[src/rtl/hilo_mul_if.sv]
// hilo_mul_if: HI/LO write, multiply request and read/status bundle for hilo_mul_unit
interface hilo_mul_if #(parameter int WIDTH = 32);
  logic             we_hi;
  logic             we_lo;
  logic [WIDTH-1:0] wb_hi;
  logic [WIDTH-1:0] wb_lo;
  logic             mul_start;
  logic             mul_signed;
  logic [WIDTH-1:0] mul_a;
  logic [WIDTH-1:0] mul_b;
  logic [WIDTH-1:0] r_hi;
  logic [WIDTH-1:0] r_lo;
  logic             busy;
  logic             done;
  modport master (
    output we_hi, we_lo, wb_hi, wb_lo, mul_start, mul_signed, mul_a, mul_b,
    input  r_hi, r_lo, busy, done
  );
  modport slave (
    input  we_hi, we_lo, wb_hi, wb_lo, mul_start, mul_signed, mul_a, mul_b,
    output r_hi, r_lo, busy, done
  );
endinterface

[src/rtl/hilo_mul_unit.sv]
// hilo_mul_unit: HI/LO register pair with a WIDTH-cycle shift-add multiplier writing {HI,LO}
module hilo_mul_unit #(
  parameter int WIDTH  = 32,
  parameter int BYPASS = 1
) (
  input logic       clk,
  input logic       rst,
  hilo_mul_if.slave bus
);
  localparam int CW = $clog2(WIDTH);
  typedef enum logic {IDLE, MUL} state_t;
  state_t             state, state_nxt;
  logic [CW-1:0]      cnt;
  logic [2*WIDTH-1:0] acc, mcand, acc_add, prod;
  logic [WIDTH-1:0]   mplier, hi, lo, mag_a, mag_b;
  logic               neg, last, done_q;
  // Operands are reduced to magnitudes; 0x80..0 stays as-is and reads as 2^(WIDTH-1) unsigned
  always_comb begin
    mag_a     = (bus.mul_signed && bus.mul_a[WIDTH-1]) ? -bus.mul_a : bus.mul_a;
    mag_b     = (bus.mul_signed && bus.mul_b[WIDTH-1]) ? -bus.mul_b : bus.mul_b;
    last      = (state == MUL) && (cnt == CW'(WIDTH-1));
    acc_add   = acc + (mplier[0] ? mcand : '0);
    prod      = neg ? -acc_add : acc_add;
    state_nxt = (state == IDLE && bus.mul_start) ? MUL : last ? IDLE : state;
  end
  always_ff @(posedge clk or posedge rst)
    if (rst) state <= IDLE;
    else     state <= state_nxt;
  always_ff @(posedge clk or posedge rst) begin
    if (rst) begin
      hi     <= '0;
      lo     <= '0;
      acc    <= '0;
      mcand  <= '0;
      mplier <= '0;
      cnt    <= '0;
      neg    <= 1'b0;
      done_q <= 1'b0;
    end else begin
      done_q <= last;
      if (state == IDLE) begin
        if (bus.we_hi) hi <= bus.wb_hi;
        if (bus.we_lo) lo <= bus.wb_lo;
        if (bus.mul_start) begin
          acc    <= '0;
          mcand  <= {{WIDTH{1'b0}}, mag_a};
          mplier <= mag_b;
          neg    <= bus.mul_signed & (bus.mul_a[WIDTH-1] ^ bus.mul_b[WIDTH-1]);
          cnt    <= '0;
        end
      end else begin
        acc    <= acc_add;
        mcand  <= mcand << 1;
        mplier <= mplier >> 1;
        cnt    <= cnt + 1'b1;
        if (last) {hi, lo} <= prod;
      end
    end
  end
  assign bus.busy = (state == MUL);
  assign bus.done = done_q;
  assign bus.r_hi = (BYPASS != 0 && bus.we_hi && state == IDLE) ? bus.wb_hi : hi;
  assign bus.r_lo = (BYPASS != 0 && bus.we_lo && state == IDLE) ? bus.wb_lo : lo;
endmodule

[src/flat_wrapper.sv]
// flat-port wrapper written by rule: the top's interface ports become plain ports
module hilo_mul_unit_flat 
#(
  parameter int WIDTH  = 32,
  parameter int BYPASS = 1
)
  (clk, rst, bus_we_hi, bus_we_lo, bus_wb_hi, bus_wb_lo, bus_mul_start, bus_mul_signed, bus_mul_a, bus_mul_b, bus_r_hi, bus_r_lo, bus_busy, bus_done);
  hilo_mul_if #(.WIDTH(WIDTH)) bus_i ();
  input logic clk;
  input logic rst;
  input wire logic [$bits(bus_i.we_hi)-1:0] bus_we_hi;
  input wire logic [$bits(bus_i.we_lo)-1:0] bus_we_lo;
  input wire logic [$bits(bus_i.wb_hi)-1:0] bus_wb_hi;
  input wire logic [$bits(bus_i.wb_lo)-1:0] bus_wb_lo;
  input wire logic [$bits(bus_i.mul_start)-1:0] bus_mul_start;
  input wire logic [$bits(bus_i.mul_signed)-1:0] bus_mul_signed;
  input wire logic [$bits(bus_i.mul_a)-1:0] bus_mul_a;
  input wire logic [$bits(bus_i.mul_b)-1:0] bus_mul_b;
  output wire logic [$bits(bus_i.r_hi)-1:0] bus_r_hi;
  output wire logic [$bits(bus_i.r_lo)-1:0] bus_r_lo;
  output wire logic [$bits(bus_i.busy)-1:0] bus_busy;
  output wire logic [$bits(bus_i.done)-1:0] bus_done;
  assign bus_i.we_hi = bus_we_hi;
  assign bus_i.we_lo = bus_we_lo;
  assign bus_i.wb_hi = bus_wb_hi;
  assign bus_i.wb_lo = bus_wb_lo;
  assign bus_i.mul_start = bus_mul_start;
  assign bus_i.mul_signed = bus_mul_signed;
  assign bus_i.mul_a = bus_mul_a;
  assign bus_i.mul_b = bus_mul_b;
  assign bus_r_hi = bus_i.r_hi;
  assign bus_r_lo = bus_i.r_lo;
  assign bus_busy = bus_i.busy;
  assign bus_done = bus_i.done;
  hilo_mul_unit #(.WIDTH(WIDTH), .BYPASS(BYPASS)) u_core (.clk(clk), .rst(rst), .bus(bus_i));
endmodule
[config.mk]
export PLATFORM = sky130hd
export DESIGN_NAME = hilo_mul_unit_flat
export DESIGN_NICKNAME = d
export VERILOG_FILES = /design/src/rtl/hilo_mul_if.sv /design/src/rtl/hilo_mul_unit.sv /design/src/flat_wrapper.sv
export SDC_FILE = /design/constraint.sdc
export NUM_CORES = 1
export LEC_CHECK = 0
export BUFFER_PORTS_ARGS = -buffer_cell sky130_fd_sc_hd__buf_2
export CAP_MARGIN = 25
export CORE_ASPECT_RATIO = 1.1
export CORE_UTILIZATION = 45
export CTS_CLUSTER_DIAMETER = 200
export CTS_CLUSTER_SIZE = 30
export DETAILED_ROUTE_END_ITERATION = 12
export SETUP_SLACK_MARGIN = 0.1
export SLEW_MARGIN = 20
export SYNTH_ARGS = -nofsm -noshare
export SYNTH_HDL_FRONTEND = slang
export SYNTH_SLANG_ARGS = --single-unit
[constraint.sdc]
create_clock -name clk -period 21.7 [get_ports clk]
set_input_delay 2.17 -clock clk [delete_from_list [all_inputs] [get_ports clk]]
set_output_delay 2.17 -clock clk [all_outputs]
set_load 0.1 [all_outputs]
Yosys cells after proc, flatten, opt, wreduce, memory -nomap -nowiden

Index checks and enable logic that the tools add are counted.

Add/sub/neg operators: 5
$mul: 0
Divide/modulo/power cells: 0
Magnitude comparators: 0
Equal/unequal tests: 2
Shifts and indexed selects: 0
Multiplexer cells: 22
Bitwise logic cells: 3
Reductions and logical operators: 13

Operators by type and width:

| operator                                     | number |
|---|---|
| two-way mux 32 bit                           | 12 |
| two-way mux 64 bit                           | 6 |
| adder 64 bit                                 | 1 |
| negation 32 bit                              | 2 |
| negation 64 bit                              | 1 |
| two-way mux 5 bit                            | 2 |
| nonzero test 2 bit                           | 4 |
| logical AND 1 bit                            | 6 |
| AND reduction 2 bit                          | 3 |
| adder 5 x 1 -> 5 bit (second input constant) | 1 |
| equality test 5 bit (second input constant)  | 1 |
| two-way mux 1 bit                            | 2 |
| != test 2 bit (second input constant)        | 1 |
| AND 1 bit                                    | 1 |
| inverter 1 bit                               | 1 |
| XOR 1 bit                                    | 1 |

Register bits: 232
Bits in latches: 0
Memory bits (writable): 0
ROM bits: 0
Output and inout bits: 66
Word-level logic and storage cells: 54
Memories: 0

Longest topological paths before layout

Gate-level depths: netlist of the first run.

Word-level depth: 6
Mapped depth: 19
Mapped depth without buffers: 16

Worst setup path after synthesis of the first run

No wires, ideal clock.

Path type: input to output
Start point: in bus_we_hi
End point: out bus_r_hi[31]
Arrival time: 4.854 ns
Data required time: 19.530 ns
Setup slack: 14.676 ns
Stages on the path: 4
Cells stage by stage: nor2b_1 clkbuf_1 clkbuf_1 o21ai_0

Word-level cells in the longest chain between the ends: 2

Ends and longest elaborated chain:

| item               | line                | RTL |
|---|---|---|
| start: declaration | flat_wrapper.sv:11  | `input wire logic [$bits(bus_i.we_hi)-1:0] bus_we_hi;` |
| logical AND 1 bit  | hilo_mul_unit.sv:62 | `assign bus.r_hi = (BYPASS != 0 && bus.we_hi && state == IDLE) ? bus.wb_hi : hi;` |
| two-way mux 32 bit | hilo_mul_unit.sv:62 |  |
| end: declaration   | flat_wrapper.sv:19  | `output wire logic [$bits(bus_i.r_hi)-1:0] bus_r_hi;` |

Every way passes these cells.

Final worst setup path of the first run

Start point: reg u_core.mplier[0]
End point: reg u_core.hi[29]

Word-level cells in the longest chain between the ends: 6

Ends and longest elaborated chain:

| item                     | line                | RTL |
|---|---|---|
| start: declaration       | hilo_mul_unit.sv:15 | `logic [WIDTH-1:0] mplier, hi, lo, mag_a, mag_b;` |
| start signal: assignment | hilo_mul_unit.sv:47 | `mplier <= mag_b;` |
| start signal: assignment | hilo_mul_unit.sv:54 | `mplier <= mplier >> 1;` |
| two-way mux 64 bit *     | hilo_mul_unit.sv:22 | `acc_add = acc + (mplier[0] ? mcand : '0);` |
| adder 64 bit *           | hilo_mul_unit.sv:22 |  |
| negation 64 bit          | hilo_mul_unit.sv:23 | `prod = neg ? -acc_add : acc_add;` |
| two-way mux 64 bit *     | hilo_mul_unit.sv:23 |  |
| two-way mux 32 bit *     | hilo_mul_unit.sv:56 | `if (last) {hi, lo} <= prod;` |
| two-way mux 32 bit *     | hilo_mul_unit.sv:41 | `if (state == IDLE) begin` |
| end signal: assignment   | hilo_mul_unit.sv:42 | `if (bus.we_hi) hi <= bus.wb_hi;` |
| end signal: assignment   | hilo_mul_unit.sv:56 |  |
| end: declaration         | hilo_mul_unit.sv:15 |  |

Every way passes the cells marked *; elsewhere a longest branch is shown, timed or not. The select of a mux whose other input is x is not followed.
A chain may end at the register's enable or synchronous reset.

==> summary.txt, run 1 <==
worst relative slew slack -> 0.3323
initial antenna violation count -> 1
Post-Route Skew -> 0.02835 ns
core area -> 40270 µm²
WHS Endpoint -> u_core.mplier[23]
Die H -> 214.2 µm
Max Clk Rate -> 0.1649 GHz
pre-CTS setup slack -> 15.68 ns
Critical Path AT -> 6.46 ns
P per Cell Area -> 144.9 nW/µm²
fin. max-slew vios -> 0
First DRT Iteration DRCs -> 1430
# rows -> 77
CTS Sinks -> 232
Worst-Margin Slew -> 0.9956 ns
vias post-DR -> 17670
Hold Fails Final Rpt -> 0
post-synth top area share -> 0.3151
ranking of synthesized cells by area -> dfrtp_1 32%, nand2_1 10%, o21ai_0 6.8%
Die Area -> 41760 µm²
Mapped Nets -> 2624
Worst R2R Path Depth -> 15
drt first pass iters -> 7
Reg-to-Reg Start -> u_core.mplier[0]
Placement Cell Area -> 19670 µm²
r2r endpoint -> u_core.hi[29]
Setup crit start kind -> register
Area growth syn-to-layout -> 8.515%
largest net degree at the start of global routing -> 117
HPWL after DPL -> 42.07 mm
FF-to-FF setup slack -> 15.64 ns
Async SR Flop Fraction -> 1.000
most common cell in the netlist -> nand2_1
RSZ-0062 raised after global routing -> no
Die Wd -> 194.9 µm
H-tree levels -> 1
status -> complete, no violations
Distinct cells, synth -> 96
worst-path cell chain -> buf_4 > and2_1 > ha_1 > nand4_1 > nor3_1 > nand4_1 > a2111oi_0 > nor3_1 > o211ai_1 > xor2_1 > or3_1 > nand4b_1 > or4b_4 > nor4b_1 > a211o_1
number of synthesized flops with an enable pin -> 0
Top Ports -> 200
placed cell count -> 3001
Post-synth top cells -> 510 x nand2_1, 250 x o21ai_0, 232 x dfrtp_1, 181 x a21oi_1, 149 x nor2_1
Slowest cell on crit path -> dfrtp_1
total CTS buffers -> 11
final setup TNS -> 0 ns
Worst Path Buf+Inv -> 1
TritonCTS clock tree -> done
DRC viols -> 0
largest stage delay on the critical path -> 0.77 ns
sequential-to-total area share from yosys stat -> 0.3151
final setup fails -> 0
Fillers -> 4021
Yosys reg bits -> 232
Synth Flop Type -> dfrtp_1
ant diodes -> 0
slack of the critical path -> 15.64 ns
CP Data Required Time -> 22.09 ns
# hold bufs at CTS -> 0
initial core utilization -> 0.4576
vias in the first global route -> 16270
Hold Crit Class -> reg2reg
Syn Inst Count -> 2421
average size of a mapped cell -> 7.611 µm²
CTS resizes -> 0
Remaining Overflow, GRT -> 0
synth warn -> 0
Hold WS -> 0.4900 ns
max cap viols -> 0
GPL Wtd Cong -> 0.9543
Post-CTS Setup Bufs -> 0
Power, Total -> 2.898 mW
post-route insts no fill -> 3015
clk_lat worst skew -> 0.51 ns
crit path capture type -> register
layout cells sized above 1 -> 0.1151
root buffer cell -> clkbuf_16
deepest clock path buffer count -> 3
worst setup path class -> reg2reg
cell area after synthesis -> 18430 µm²
CP max FO -> 37
Final #Nets -> 2705
Vias/cell -> 5.860
DR WL/cell -> 18.42 µm
Tot GR Track Use -> 0.2629
cell taking the most area after synthesis -> dfrtp_1
Hold Path Cell Cnt -> 2
min-delay src -> u_core.mplier[24]
VDD IR max -> 81.97 µV
CP delay by family, top -> simple AND/OR/NAND/NOR gates
wirelength, routed -> 55.54 mm
I/O Buffers -> 199
register clock-pin slew on the reported worst setup and hold paths -> 0.12 ns
fin util -> 0.4965
fin crit share -> 0.2795
post-layout instance area -> 20000 µm²
LEAKAGE -> 9.168 nW
first-pass GRT wire length -> 89.94 mm
post-route ant nets -> 0
fin crit period -> 6.064 ns
==> metal layers <==
layer	part of all wire	global-route usage	vias to the layer above
met5	0	0	-
met4	0.013	0.04331	0
met3	0.049	0.02265	41
met2	0.42	0.3913	512
met1	0.52	0.4149	8297
li1	-	-	8818
==> layout by cell type, fill, tap and decap left out, types with 37 or more instances in the layout <==
master   count
a21o_1      48
a21oi_1    181
a22o_1      37
and2_1      79
buf_2      199
dfrtp_1    231
ha_1        68
nand2_1    510
nand3_1     45
nor2_1     147
o21ai_0    250
xnor2_1     54
xor2_1      80
==> worst max path at each step <==
stage	startpoint	to	slack (ns)	cells after the start
floorplan	rst	u_core.acc[0]	13.17	1
global placement	bus_we_lo	bus_r_lo[6]	15.39	5
detailed placement	u_core.mplier[0]	u_core.hi[29]	15.68	14
CTS	u_core.mplier[0]	u_core.hi[29]	15.68	14
global route	u_core.mplier[0]	u_core.hi[29]	15.23	14
finish	u_core.mplier[0]	u_core.hi[29]	15.64	15
==> report_power, final <==
part	internal [mW]	switching [mW]	leakage (nW)	total, mW
Combinational	0.541	1.38	6.06	1.92
Clock	0.0943	0.144	0.141	0.239
Sequential	0.614	0.127	2.96	0.741
Total	1.25	1.65	9.17	2.90
==> flip-flops by register name, indices dropped and copies added (netlist names) <==
name / count
u_core.lo: 32
u_core.mplier: 32
u_core.hi: 32
u_core.acc: 64
u_core.bus.done: 1
u_core.neg: 1
u_core.cnt: 5
u_core.mcand: 64
u_core.bus.busy: 1
==> worst reg2reg max path, cell delays in order (launching register included) <==
cell	delay [ns]
dfrtp_1	0.77
buf_4	0.41
and2_1	0.23
ha_1	0.36
nand4_1	0.17
nor3_1	0.46
nand4_1	0.36
a2111oi_0	0.43
nor3_1	0.21
o211ai_1	0.23
xor2_1	0.26
or3_1	0.47
nand4b_1	0.51
or4b_4	0.70
nor4b_1	0.16
a211o_1	0.24
==> final cells by class <==
type,instances,area (µm²),area share
Sequential cell,232,5809,0.2905
Clock inverter,1,8.758,0.0004380
Tap cell,513,641.9,0.03210
Multi-Input combinational cell,2003,11910,0.5956
Timing Repair Buffer,225,1230,0.06151
Inverter,29,116.4,0.005819
Clock buffer,12,279.0,0.01395
==> cell families after synthesis <==
family,count (synthesis),share of synthesized area
buf+inv,186,0.03945
simple gates,999,0.2509
flops,232,0.3151
mux,32,0.01765
xor+xnor,134,0.06369
fa+ha+maj,69,0.04726
compound gates,769,0.2660
Note: power is estimated with default switching activity, not from simulation.
==> inputs of run 2 (changes only) <==
==> constraint.sdc (replaced) <==
create_clock -name clk -period 6.04 [get_ports clk]
set_input_delay 0.604 -clock clk [delete_from_list [all_inputs] [get_ports clk]]
set_output_delay 0.604 -clock clk [all_outputs]
set_load 0.1 [all_outputs]
==> run 2 against run 1 <==
Setup slack got worse by 15 ns. Clock power grew to 3.6 times the previous value. Cell count grew 0.60%. Hold slack worse by 0.47 ns. Power grew to 3.7 times the previous value.
==> summary.txt, run 2 (synthesized netlist as in run 1, its figures left out) <==
GPL Wtd Cong -> 0.9250 (-3.1%)
Hold Crit Class -> in2async
Flop pwr share -> 0.256 (about the same)
Remaining Overflow, GRT -> 0 (unchanged)
Final #Nets -> 2723 (+0.67%)
# rows -> 77 (unchanged)
I/O Buffers -> 199 (unchanged)
Die H -> 214.2 µm (unchanged)
first-pass GRT wire length -> 90.04 mm (+0.11%)
Tot GR Track Use -> 0.2641 (+0.001134)
fin. max-slew vios -> 0 (unchanged)
layout cells sized above 1 -> 0.1218 (+0.006717)
core area -> 40270 µm² (unchanged)
Max Clk Rate -> 0.1764 GHz (+7.0%)
grt peak-use layer -> met1
root buffer cell -> clkbuf_16
status -> complete, no violations
Die Wd -> 194.9 µm (unchanged)
Comb power frac -> 0.664 (+0.002)
RSZ-0062 raised after global routing -> no
CTS Sinks -> 232 (unchanged)
Internal Power -> 4.551 mW (+260%)
Critical Path AT -> 6.06 ns (-0.40 ns)
First DRT Iteration DRCs -> 1290 (-9.8%)
Post-Route Skew -> 0.01595 ns (-0.01240 ns)
fin crit share -> 0.9383 (+0.6589)
Setup crit start kind -> register
GR Util met2 -> 0.3817 (-0.009643)
top flop regs -> u_core.acc (64), u_core.mcand (64)
post-route ant nets -> 0 (unchanged)
fin crit period -> 5.668 ns (-0.3966 ns)
FF-to-FF setup slack -> 0.37 ns (-15.26 ns)
deepest clock path buffer count -> 3 (unchanged)
P per Cell Area -> 526.4 nW/µm² (+260%)
max cap viols -> 0 (unchanged)
commonest non-fill, non-tap cell in the layout -> nand2_1
Hold Fails Final Rpt -> 0 (unchanged)
CP max FO -> 26 (-30%)
DR WL/cell -> 18.58 µm (+0.88%)
drt first pass iters -> 7 (unchanged)
switching power -> 6.042 mW (+270%)
clk_lat worst skew -> 0.50 ns (about the same)
worst setup path class -> reg2reg
vias post-DR -> 17920 (+1.4%)
Switching Fraction -> 0.5704 (+0.001340)
ant diodes -> 0 (unchanged)
Vias/cell -> 5.909 (+0.83%)
final setup TNS -> 0 ns (unchanged)
DRC viols -> 0 (unchanged)
CP Data Required Time -> 6.43 ns (-15.66 ns)
vias in the first global route -> 16200 (-0.47%)
crit path capture type -> register
initial core utilization -> 0.4576 (unchanged)
largest net degree at the start of global routing -> 159 (+36%)
most frequent cells in the layout -> 510 x nand2_1, 250 x o21ai_0, 231 x dfrtp_1
# hold bufs at CTS -> 0 (unchanged)
worst relative slew slack -> 0.3181 (-0.01422)
final setup fails -> 0 (unchanged)
TritonCTS clock tree -> done
Clock power frac -> 0.080 (-0.002)
HPWL after DPL -> 42.53 mm (+1.1%)
Worst-Margin Slew -> 1.023 ns (+0.02734 ns)
register clock-pin slew on the reported worst setup and hold paths -> 0.12 ns (about the same)
total CTS buffers -> 11 (unchanged)
wirelength, routed -> 56.37 mm (+1.5%)
met3 GRT Util -> 0.02438 (+0.001730)
initial antenna violation count -> 0 (-1)
Area growth syn-to-layout -> 9.207%
Power, Total -> 10.59 mW (+270%)
Top Ports -> 200 (unchanged)
VDD IR max -> 324.8 µV (+300%)
Die Area -> 41760 µm² (unchanged)
H-tree levels -> 1 (unchanged)
M1 GR Usage -> 0.4232 (+0.008343)
LEAKAGE -> 9.247 nW (+0.86%)
-- run 2: changes by cell type in the layout (fill, tap and decap cells not counted), sizes merged --
cell	before	now
clkinvlp	0	1
buf	225	243
inv	29	28
-- run 2: worst paths after layout --
kind	from	endpoint	cells past startpoint
worst max-delay path	u_core.mplier[0]	u_core.hi[29]	16
worst min-delay path	rst	u_core.lo[7]	2
worst max register to register	u_core.mplier[0]	u_core.hi[29]	16
worst min register to register	u_core.hi[3]	u_core.hi[3]	1
max in group asynchronous	rst	u_core.bus.busy	3
min in group clk	bus_wb_lo[1]	u_core.lo[1]	3
-- run 2: area by class of cell --
cell class	instances	area [µm²]
Fill cell	3984	20150
Clock inverter	1	8.758
Clock buffer	12	279.0
Multi-Input combinational cell	2003	11920
Inverter	29	112.6
Sequential cell	232	5809
Timing Repair Buffer	243	1356
Tap cell	513	641.9
-- run 2: power groups by stage --
stage	registers (mW)	logic (mW)	clock network [mW]
after floorplan	2.53	5.41	0
after global placement	2.72	6.87	0
after detailed placement	2.72	6.93	0
after CTS	2.70	6.95	0.891
after global routing	2.79	7.61	0.935
final	2.71	7.03	0.852
-- run 2: per-stage QoR --
step | hold slack, ns | util | worst slack [ns] | instances | instance area (µm²)
3_3_place_gp | 0.4602 | 0.4903 | 0.4199 | 3010 | 19740
5_1_grt | 0.01382 | 0.4997 | 0.1536 | 3033 | 20120
6_report | 0.01734 | 0.4997 | 0.3724 | 3033 | 20120
2_1_floorplan | 0.4447 | - | 1.215 | 2421 | 18430
4_1_cts | 0.005451 | 0.4979 | 0.2322 | 3025 | 20050
3_5_place_dp | 0.4662 | 0.4908 | 0.2662 | 3012 | 19760
-- run 2: critical path, stage by stage, from the launching register on --
cell       delay (ns)
dfrtp_1          0.59
buf_12           0.25
buf_4            0.21
and2_1           0.19
ha_1             0.43
nand4_1          0.18
nor3_1           0.47
nand4_1          0.32
a2111oi_0        0.40
nor3_1           0.16
o211ai_1         0.20
a221o_1          0.34
xor2_1           0.18
or4b_1           0.64
or4b_4           0.60
nor4b_1          0.16
a211o_1          0.23
-- run 2: repair_timing --
item                       4_1_cts  5_1_grt
resized for setup                0        1
setup buffers                    0        7
setup endpoints to repair        0       10
-- run 2: metal layers --
layer / vias to the layer above / wire length, µm / share of wire
met2: 571 / 22960 / 0.41
li1: 8860 / - / -
met1: 8436 / 29220 / 0.52
met4: 0 / 911 / 0.016
met3: 54 / 3268 / 0.058
met5: - / 0 / 0
